[src/rtl/spi_slave_fifo.sv]
// -----------------------------------------------------------------------------
// spi_slave_fifo
//   SPI slave with a TX and an RX FIFO on the system-clock side. The SPI pins
//   are asynchronous to clk and are oversampled (clk >= 4x sclk). Words are
//   WIDTH bits, MSB first. All four SPI modes are selected by CPOL/CPHA.
//
// Ports
//   clk, reset            system clock, asynchronous active-high reset
//   sclk, mosi, ce0       SPI inputs from the master (ce0 active low)
//   miso                  SPI output to the master (0 while idle)
//   tx_data/valid/ready   push side of the TX FIFO (ready = not full)
//   rx_data/valid/ready   pop side of the RX FIFO (first-word fall-through)
//   tx_level, rx_level    FIFO occupancy
//   rx_overrun            received word dropped because the RX FIFO was full
//   tx_underrun           frame word started with an empty TX FIFO (FILL sent)
//   frame_error           ce0 deasserted in the middle of a word
//
// spi_slave_fifo_buf
//   Synchronous FIFO used for both directions. Callers qualify wr_en/rd_en;
//   rd_data reads 0 while empty.
// -----------------------------------------------------------------------------

module spi_slave_fifo_buf #(
    parameter int W     = 8,
    parameter int DEPTH = 16
) (
    input  logic                       clk,
    input  logic                       reset,
    input  logic                       wr_en,
    input  logic [W-1:0]               wr_data,
    input  logic                       rd_en,
    output logic [W-1:0]               rd_data,
    output logic                       full,
    output logic                       empty,
    output logic [$clog2(DEPTH):0]     level
);
    localparam int AW = $clog2(DEPTH);
    localparam int PW = AW + 1;

    // The extra pointer MSB distinguishes full from empty when indices match.
    logic [AW:0]  wr_ptr;
    logic [AW:0]  rd_ptr;
    logic [W-1:0] mem [DEPTH];

    // NOTE: sequential state is always assigned with <= so every flop samples
    // pre-edge values regardless of statement order.
    always_ff @(posedge clk or posedge reset) begin
        if (reset) begin
            wr_ptr <= '0;
            rd_ptr <= '0;
        end else begin
            if (wr_en) wr_ptr <= wr_ptr + PW'(1);
            if (rd_en) rd_ptr <= rd_ptr + PW'(1);
        end
    end

    // NOTE: the storage array has no reset; only the pointers decide what is
    // valid, and leaving it unreset lets it map onto plain RAM.
    always_ff @(posedge clk) begin
        if (wr_en) mem[wr_ptr[AW-1:0]] <= wr_data;
    end

    assign empty   = (wr_ptr == rd_ptr);
    assign full    = (wr_ptr[AW] != rd_ptr[AW]) && (wr_ptr[AW-1:0] == rd_ptr[AW-1:0]);
    assign level   = wr_ptr - rd_ptr;
    assign rd_data = empty ? '0 : mem[rd_ptr[AW-1:0]];
endmodule

module spi_slave_fifo #(
    parameter int               WIDTH = 8,
    parameter int               DEPTH = 16,
    parameter bit               CPOL  = 1'b0,
    parameter bit               CPHA  = 1'b0,
    parameter logic [WIDTH-1:0] FILL  = '0
) (
    input  logic                    clk,
    input  logic                    reset,
    input  logic                    sclk,
    input  logic                    mosi,
    input  logic                    ce0,
    output logic                    miso,
    input  logic [WIDTH-1:0]        tx_data,
    input  logic                    tx_valid,
    output logic                    tx_ready,
    output logic [WIDTH-1:0]        rx_data,
    output logic                    rx_valid,
    input  logic                    rx_ready,
    output logic [$clog2(DEPTH):0]  tx_level,
    output logic [$clog2(DEPTH):0]  rx_level,
    output logic                    rx_overrun,
    output logic                    tx_underrun,
    output logic                    frame_error
);
    localparam int CW = $clog2(WIDTH + 1);

    typedef enum logic [1:0] {IDLE, LOAD, SHIFT} state_t;

    state_t           state;
    logic [WIDTH-1:0] tx_shift;
    logic [WIDTH-1:0] rx_shift;
    logic [CW-1:0]    bit_cnt;
    logic             word_done;     // WIDTH bits captured, push pending

    // ------------------------------------------------------------------
    // Input synchronizers: two flops each plus a history flop
    // ------------------------------------------------------------------
    logic sclk_meta, sclk_sync, sclk_prev;
    logic mosi_meta, mosi_sync, mosi_prev;
    logic ce0_meta,  ce0_sync,  ce0_prev;

    always_ff @(posedge clk or posedge reset) begin
        if (reset) begin
            sclk_meta <= 1'b0; sclk_sync <= 1'b0; sclk_prev <= 1'b0;
            mosi_meta <= 1'b0; mosi_sync <= 1'b0; mosi_prev <= 1'b0;
            ce0_meta  <= 1'b0; ce0_sync  <= 1'b0; ce0_prev  <= 1'b0;
        end else begin
            sclk_meta <= sclk; sclk_sync <= sclk_meta; sclk_prev <= sclk_sync;
            mosi_meta <= mosi; mosi_sync <= mosi_meta; mosi_prev <= mosi_sync;
            ce0_meta  <= ce0;  ce0_sync  <= ce0_meta;  ce0_prev  <= ce0_sync;
        end
    end

    // Because ce0 synchronizers reset to 0, a ce0 held low through reset is
    // never seen as a falling edge: a frame needs a fresh ce0 fall after reset.
    logic sclk_rise, sclk_fall, lead_edge, trail_edge, sample_edge, shift_edge;
    logic ce0_fall, ce0_rise;

    assign sclk_rise   = sclk_sync & ~sclk_prev;
    assign sclk_fall   = ~sclk_sync & sclk_prev;
    assign lead_edge   = CPOL ? sclk_fall : sclk_rise;
    assign trail_edge  = CPOL ? sclk_rise : sclk_fall;
    assign sample_edge = CPHA ? trail_edge : lead_edge;
    assign shift_edge  = CPHA ? lead_edge  : trail_edge;
    assign ce0_fall    = ~ce0_sync & ce0_prev;
    assign ce0_rise    = ce0_sync & ~ce0_prev;

    // ------------------------------------------------------------------
    // FIFOs
    // ------------------------------------------------------------------
    logic             tx_full, tx_empty, tx_wr, tx_rd;
    logic [WIDTH-1:0] tx_head, load_word;
    logic             rx_full, rx_empty, rx_wr, rx_rd, rx_push_req;

    assign tx_ready    = ~tx_full;
    assign tx_wr       = tx_valid & ~tx_full;
    assign tx_rd       = (state == LOAD) & ~tx_empty;
    assign load_word   = tx_empty ? FILL : tx_head;

    assign rx_valid    = ~rx_empty;
    assign rx_rd       = rx_ready & ~rx_empty;
    assign rx_push_req = (state == SHIFT) & word_done;
    // A pop in the same cycle frees the slot, so a full FIFO still accepts.
    assign rx_wr       = rx_push_req & (~rx_full | rx_rd);

    spi_slave_fifo_buf #(.W(WIDTH), .DEPTH(DEPTH)) u_tx_fifo (
        .clk     (clk),
        .reset   (reset),
        .wr_en   (tx_wr),
        .wr_data (tx_data),
        .rd_en   (tx_rd),
        .rd_data (tx_head),
        .full    (tx_full),
        .empty   (tx_empty),
        .level   (tx_level)
    );

    spi_slave_fifo_buf #(.W(WIDTH), .DEPTH(DEPTH)) u_rx_fifo (
        .clk     (clk),
        .reset   (reset),
        .wr_en   (rx_wr),
        .wr_data (rx_shift),
        .rd_en   (rx_rd),
        .rd_data (rx_data),
        .full    (rx_full),
        .empty   (rx_empty),
        .level   (rx_level)
    );

    // ------------------------------------------------------------------
    // Frame FSM with registered miso and event pulses
    // ------------------------------------------------------------------
    always_ff @(posedge clk or posedge reset) begin
        if (reset) begin
            state       <= IDLE;
            tx_shift    <= '0;
            rx_shift    <= '0;
            bit_cnt     <= '0;
            word_done   <= 1'b0;
            miso        <= 1'b0;
            frame_error <= 1'b0;
            tx_underrun <= 1'b0;
            rx_overrun  <= 1'b0;
        end else begin
            frame_error <= 1'b0;
            tx_underrun <= 1'b0;
            rx_overrun  <= rx_push_req & rx_full & ~rx_rd;

            unique case (state)
                IDLE: begin
                    miso <= 1'b0;
                    if (ce0_fall) state <= LOAD;
                end

                LOAD: begin
                    bit_cnt     <= '0;
                    word_done   <= 1'b0;
                    rx_shift    <= '0;
                    tx_underrun <= tx_empty;
                    if (ce0_rise) begin
                        state <= IDLE;
                        miso  <= 1'b0;
                    end else begin
                        state <= SHIFT;
                        // CPHA=0 presents the MSB right away. CPHA=1 waits for
                        // the first leading edge, which can already land here
                        // on back-to-back words at the minimum clk ratio.
                        if (!CPHA || shift_edge) begin
                            miso     <= load_word[WIDTH-1];
                            tx_shift <= load_word << 1;
                        end else begin
                            miso     <= 1'b0;
                            tx_shift <= load_word;
                        end
                    end
                end

                SHIFT: begin
                    if (word_done) begin
                        // Push happens this cycle through rx_wr.
                        word_done <= 1'b0;
                        if (ce0_sync) begin
                            state <= IDLE;
                            miso  <= 1'b0;
                        end else begin
                            state <= LOAD;
                        end
                    end else if (ce0_rise) begin
                        frame_error <= (bit_cnt != '0);
                        state       <= IDLE;
                        miso        <= 1'b0;
                    end else begin
                        if (sample_edge) begin
                            // mosi_prev is aligned with sclk_prev: the data
                            // level just before the sampling edge.
                            rx_shift <= {rx_shift[WIDTH-2:0], mosi_prev};
                            bit_cnt  <= bit_cnt + CW'(1);
                            if (bit_cnt == CW'(WIDTH - 1)) word_done <= 1'b1;
                        end
                        // With CPHA=0 a trailing edge at bit count 0 is the
                        // tail of the previous word, not a shift request.
                        if (shift_edge && (CPHA || bit_cnt != '0)) begin
                            miso     <= tx_shift[WIDTH-1];
                            tx_shift <= tx_shift << 1;
                        end
                    end
                end

                default: state <= IDLE;
            endcase
        end
    end
endmodule

[config.mk]
export PLATFORM = sky130hd
export DESIGN_NAME = spi_slave_fifo
export DESIGN_NICKNAME = d
export VERILOG_FILES = /design/src/rtl/spi_slave_fifo.sv
export SDC_FILE = /design/constraint.sdc
export NUM_CORES = 1
export LEC_CHECK = 0
export BUFFER_PORTS_ARGS = -buffer_cell sky130_fd_sc_hd__buf_2
export CAP_MARGIN = 10
export CORE_MARGIN = 2
export CORE_UTILIZATION = 55
export CTS_BUF_LIST = sky130_fd_sc_hd__clkbuf_8
export DETAILED_ROUTE_END_ITERATION = 8
export PLACE_DENSITY = 0.72
export SYNTH_ARGS = -nofsm -noshare
export SYNTH_HDL_FRONTEND = slang
export SYNTH_HIERARCHICAL = 1
export SYNTH_SLANG_ARGS = --single-unit
[constraint.sdc]
create_clock -name clk -period 5.95 [get_ports clk]
set_clock_uncertainty 0.2 [all_clocks]
set_input_delay 1.785 -clock clk [delete_from_list [all_inputs] [get_ports clk]]
set_output_delay 1.785 -clock clk [all_outputs]
set_load 0.02 [all_outputs]
# After elaboration in Yosys (flattened, before gate mapping)
# Memories as Yosys holds them, arrays and structs flattened.
# Index checks and enable logic that the tools add are counted.
# totals
regBits	56
ramBits	256
inputBits	15
out_inout_bits	24
word_cells	121
n_memories	2
# memory_table
memory	depth	width	read_ports	rd_clocked_by_memory_dff	wr	line_no	rtl
u_rx_fifo.mem	16	8	1	0	1	43	logic [W-1:0] mem [DEPTH];
u_tx_fifo.mem	16	8	1	0	1	43	
# classes
n_addsub	7
n_eq_ne	18
muxes	40
bitwise_logic	21
n_reduce_logical	11
# op_table
cell	count
two-way mux 8 bit	9
one-hot mux 8 bit (2 select lines)	2
adder 5 x 1 -> 5 bit (second input constant)	4
two-way mux 1 bit	18
two-way mux 4 bit	3
AND 1 bit	11
== test 5 bit	2
!= test 2 bit (second input constant)	5
subtractor 5 bit	2
inverter 1 bit	9
== test 4 bit	2
two-way mux 2 bit	4
one-hot mux 4 bit (2 select lines)	1
!= test 3 bit (second input constant)	2
one-hot mux 2 bit (3 select lines)	1
AND reduction 5 bit	1
adder 4 x 1 -> 4 bit (second input constant)	1
== test 4 x 3 -> 1 bit (second input constant)	1
!= test 4 x 3 -> 1 bit (second input constant)	1
AND reduction 4 bit	1
nonzero test 4 bit	1
logical AND 1 bit	3
one-hot mux 1 bit (3 select lines)	1
AND reduction 3 bit	1
other kinds (10)	11

# Logic depth before layout (Yosys ltp)
# logic_depth
ltp_word	7
mapped_depth	14
mapped_depth_nobuf	10

# Modules after synthesis
# Netlist, hierarchy kept.
# modules_own_cells
module	n_inst	cells_each	area_per_inst_um2	seq_area_each_um2
spi_slave_fifo_buf	2	290	5716.7	4093.9
spi_slave_fifo	1	146	1601.5	875.8

# Worst setup path before layout
# OpenSTA, ideal clock, no wires.
# synth_timing
path_type	register to output
start	register u_rx_fifo.rd_ptr[1]
end	output rx_data[0]
t_arrival_ns	1.980
slack_ns	1.985
path_stages_with_launch	9
n_path_buf	3
cell_sequence	dfrtp_1 > buf_6 > buf_8 > buf_2 > inv_1 > ha_1 > nand4_1 > nor2_1 > a211oi_1
# synth_between
elab_chain_len	2
word_cells_on_any_way	3
# synth_rtl
item	line_no	rtl
start: declaration	42	logic [AW:0] rd_ptr;
start signal: assignment	53	if (rd_en) rd_ptr <= rd_ptr + PW'(1);
== test 5 bit	63	assign empty = (wr_ptr == rd_ptr);
named net rx_empty	142	logic rx_full, rx_empty, rx_wr, rx_rd, rx_push_req;
two-way mux 8 bit	66	assign rd_data = empty ? '0 : mem[rd_ptr[AW-1:0]];
end: declaration	85	output logic [WIDTH-1:0] rx_data,
# The timed path passes the listed nets, and every way through them passes these cells.

# Final worst setup path
# layout_timing
start	register u_rx_fifo.rd_ptr[3]
end	output rx_data[3]
# The elaborated chain is that of the path after synthesis.

==> impl_metrics.json <==
{
  "required_ps": 3960,
  "synth_top_area_cell": "edfxtp_1",
  "setup_slack_ps": 926,
  "syn_nets": 767,
  "syn_area_per_cell_sq_um": 18.0,
  "timing.rr.end": "u_rx_fifo/mem[0][5]",
  "cp-end-kind": "output port",
  "p_comb_share_pct": 28.8,
  "dp.cells": 1058,
  "root_buffer": "clkbuf_8",
  "synth_seq_area_share_pct": 69.5,
  "switching_share_pct": 31.9,
  "intPower_mw": 4.30,
  "die_h_microns": 158,
  "grt_pass1_vias": 6721,
  "setup.worst_path.start_class": "register",
  "slowest_delay_ps": 850,
  "reg2reg_from": "u_rx_fifo/rd_ptr[3]",
  "synth.most_common_cell": "edfxtp_1",
  "pwr-share-clk_pct": 27.1,
  "power.density_nw_per_um2": 438,
  "outcome": "finished clean",
  "synth_cells": 726,
  "antenna_found_initial": 1,
  "vdd_drop_max_mv": 0.247,
  "die-area_sq_um": 24900,
  "synth_top_area_share_pct": 59.0,
  "synth_edf_count": 256,
  "grt_pass1_wl_mm": 38.0,
  "worstHoldStart": "ce0_meta",
  "drv_cap": 0,
  "cp_cell_sequence": "inv_2 -> ha_1 -> nand4_1 -> nor2_1 -> a211oi_1 -> buf_2",
  "p_total_mw": 6.32,
  "dp_slack_ps": 1510,
  "drc": 0,
  "ff2ff_path_depth": 9,
  "final-hold-violation-count": 0,
  "clk_pin_slew_ps": 60,
  "path_delay_family": "flip-flops",
  "rsz0062_at_grt": "no",
  "synth.top_cells.by_count": "256 x edfxtp_1, 55 x dfrtp_1, 38 x mux4_2, 38 x nand2_1, 33 x and2_1",
  "relSlewSlack_pct": 34.8,
  "overflow": 0,
  "cts_inserted_buffers": 49,
  "via_per_inst": 5.67,
  "drtIter0Drc": 438,
  "grt_usage_pct": 20.6,
  "cts_hold_buf": 0,
  "antennaDiodeCount": 0,
  "cts_setup_buffers": 0,
  "p_leak_nw": 5.26,
  "whs_ps": 155,
  "yosys_register_bits": 311,
  "synthFlopType": "edfxtp_1",
  "drt-pass1-iter-count": 5,
  "worstSetupPathType": "reg -> out",
  "syn_area_sq_um": 13000,
  "routed_wl_mm": 24.5,
  "postRouteAntennaNets": 0,
  "fmax_mhz": 199,
  "post-route-period-util_pct": 84.4,
  "clock_latency_ps": 550,
  "grt_max_degree": 39,
  "clock-sinks": 311,
  "areaGrowthSynthToFinish_pct": 10.7,
  "power_switching_mw": 2.02,
  "coreArea_sq_um": 23400,
  "num_rows": 56,
  "vias": 6498,
  "initial_utilization_pct": 55.7,
  "crit_path_top_delay_cell": "dfrtp_1",
  "tightest_slew_ps": 972,
  "seqPwrFrac_pct": 44.1,
  "post_cts_resized": 0,
  "final.setup.tns_ps": 0,
  "synthTopCellsByArea": "edfxtp_1 59%, dfrtp_1 11%, mux4_2 6.6%",
  "hold_path_end": "ce0_sync",
  "worstPathArrival_ps": 3040,
  "wl_per_cell_microns": 21.4,
  "holdPathStages": 0,
  "htree_num_levels": 2,
  "gp_congestion": 0.852,
  "rrSetupSlack_ps": 1910,
  "period_needed_ps": 5020,
  "instances_no_fill": 1147,
  "cts_tree": "built",
  "slew_viol_final": 0,
  "cp_max_fo": 18,
  "layout-drive-gt1-share_pct": 20.5,
  "io_pins": 39,
  "yosys_warnings": 6,
  "fin_nets": 831,
  "place_hpwl_mm": 16.2,
  "die_w_microns": 158,
  "clk_path_buf_depth": 3,
  "setup_violations": 0,
  "worstHoldPathType": "reg -> reg",
  "netlist-cell-type-count": 46,
  "critPathBufInv": 2,
  "async_flop_share_pct": 17.7,
  "io_buffers": 38
}
[cells by family after synthesis]
| group | Yosys count | share of synthesized area (%) |
|---|---|---|
| multiplexers | 94 | 13.7 |
| flip-flops | 311 | 69.5 |
| buffers and inverters | 58 | 2.44 |
| AO/OA/AOI/OAI | 71 | 3.78 |
| AND/OR/NAND/NOR | 138 | 6.06 |
| adder cells (fa/ha/maj) | 26 | 2.61 |
| XOR/XNOR | 28 | 1.88 |
[registers in the layout, summed over array words and instances, names as in the netlist, 2 cells and up]
signal,count
u_rx_fifo/mem,128
u_tx_fifo/mem,128
rx_shift,8
tx_shift,7
u_rx_fifo/rd_ptr,5
u_rx_fifo/wr_ptr,5
u_tx_fifo/rd_ptr,5
u_tx_fifo/wr_ptr,5
bit_cnt,4
state,2
[power groups by stage]
| stage | Sequential (mW) | Clock, mW | Combinational [mW] |
|---|---|---|---|
| finish | 2.79 | 1.71 | 1.82 |
| global route | 2.82 | 1.86 | 1.98 |
| CTS | 2.79 | 1.76 | 1.84 |
| detailed placement | 2.83 | 0 | 1.83 |
| global placement | 2.82 | 0 | 1.78 |
| floorplan | 2.66 | 0 | 1.56 |
[stage by stage]
| stage | cell area [sq um] | util, % |
|---|---|---|
| floorplan | 13000 | - |
| global placement | 13500 | 57.5 |
| detailed placement | 13500 | 57.5 |
| CTS | 14400 | 61.6 |
| global route | 14400 | 61.6 |
| finish | 14400 | 61.6 |
[layout by cell type (no fill, tap or decap), types with 4 or more instances in the layout]
cell	netlist	layout
inv_1	25	43
nand4_1	10	10
mux4_2	38	38
nand2b_1	4	4
nand2_1	38	38
a22o_1	6	6
and2_1	33	33
nand3_1	7	7
mux2i_1	25	25
xor2_1	10	10
o21ai_0	16	16
nor2_1	12	12
ha_1	24	24
dfrtp_1	55	53
buf_2	8	38
a21oi_1	10	10
mux4_1	22	22
edfxtp_1	256	256
nor2b_1	16	16
xnor2_1	18	18
buf_4	10	6
mux2_2	9	9
a21o_1	4	4
a211oi_1	26	26
clkinv_1	0	5
clkbuf_8	0	63
[final cells by class]
class / count / area [sq um]
clock buffer: 63 / 867
fill: 1723 / 8980
multi-input combinational: 357 / 3650
sequential: 311 / 9070
clock inverter: 26 / 104
tap: 319 / 399
inverter: 27 / 101
timing repair buffer: 44 / 235
[routing by layer]
metal	GRT usage [%]	share of wire, %	up-vias
li1	-	-	2977
met1	26.0	41	3332
met2	36.1	53	152
met3	4.13	4.7	35
met4	6.26	1.8	2
met5	0	0.029	-
[worst max-delay path by stage]
stage	startpoint	to	slack (ps)	cells past startpoint
final	u_rx_fifo/rd_ptr[3]	rx_data[3]	930	6
after global placement	u_rx_fifo/rd_ptr[3]	rx_data[3]	1600	6
after detailed placement	u_rx_fifo/rd_ptr[1]	rx_data[3]	1510	6
after floorplan	u_rx_fifo/rd_ptr[1]	rx_data[0]	1990	8
after global routing	u_rx_fifo/rd_ptr[1]	rx_data[0]	730	6
after CTS	u_rx_fifo/rd_ptr[1]	rx_data[3]	920	6
(Power assumes the default switching activity.)
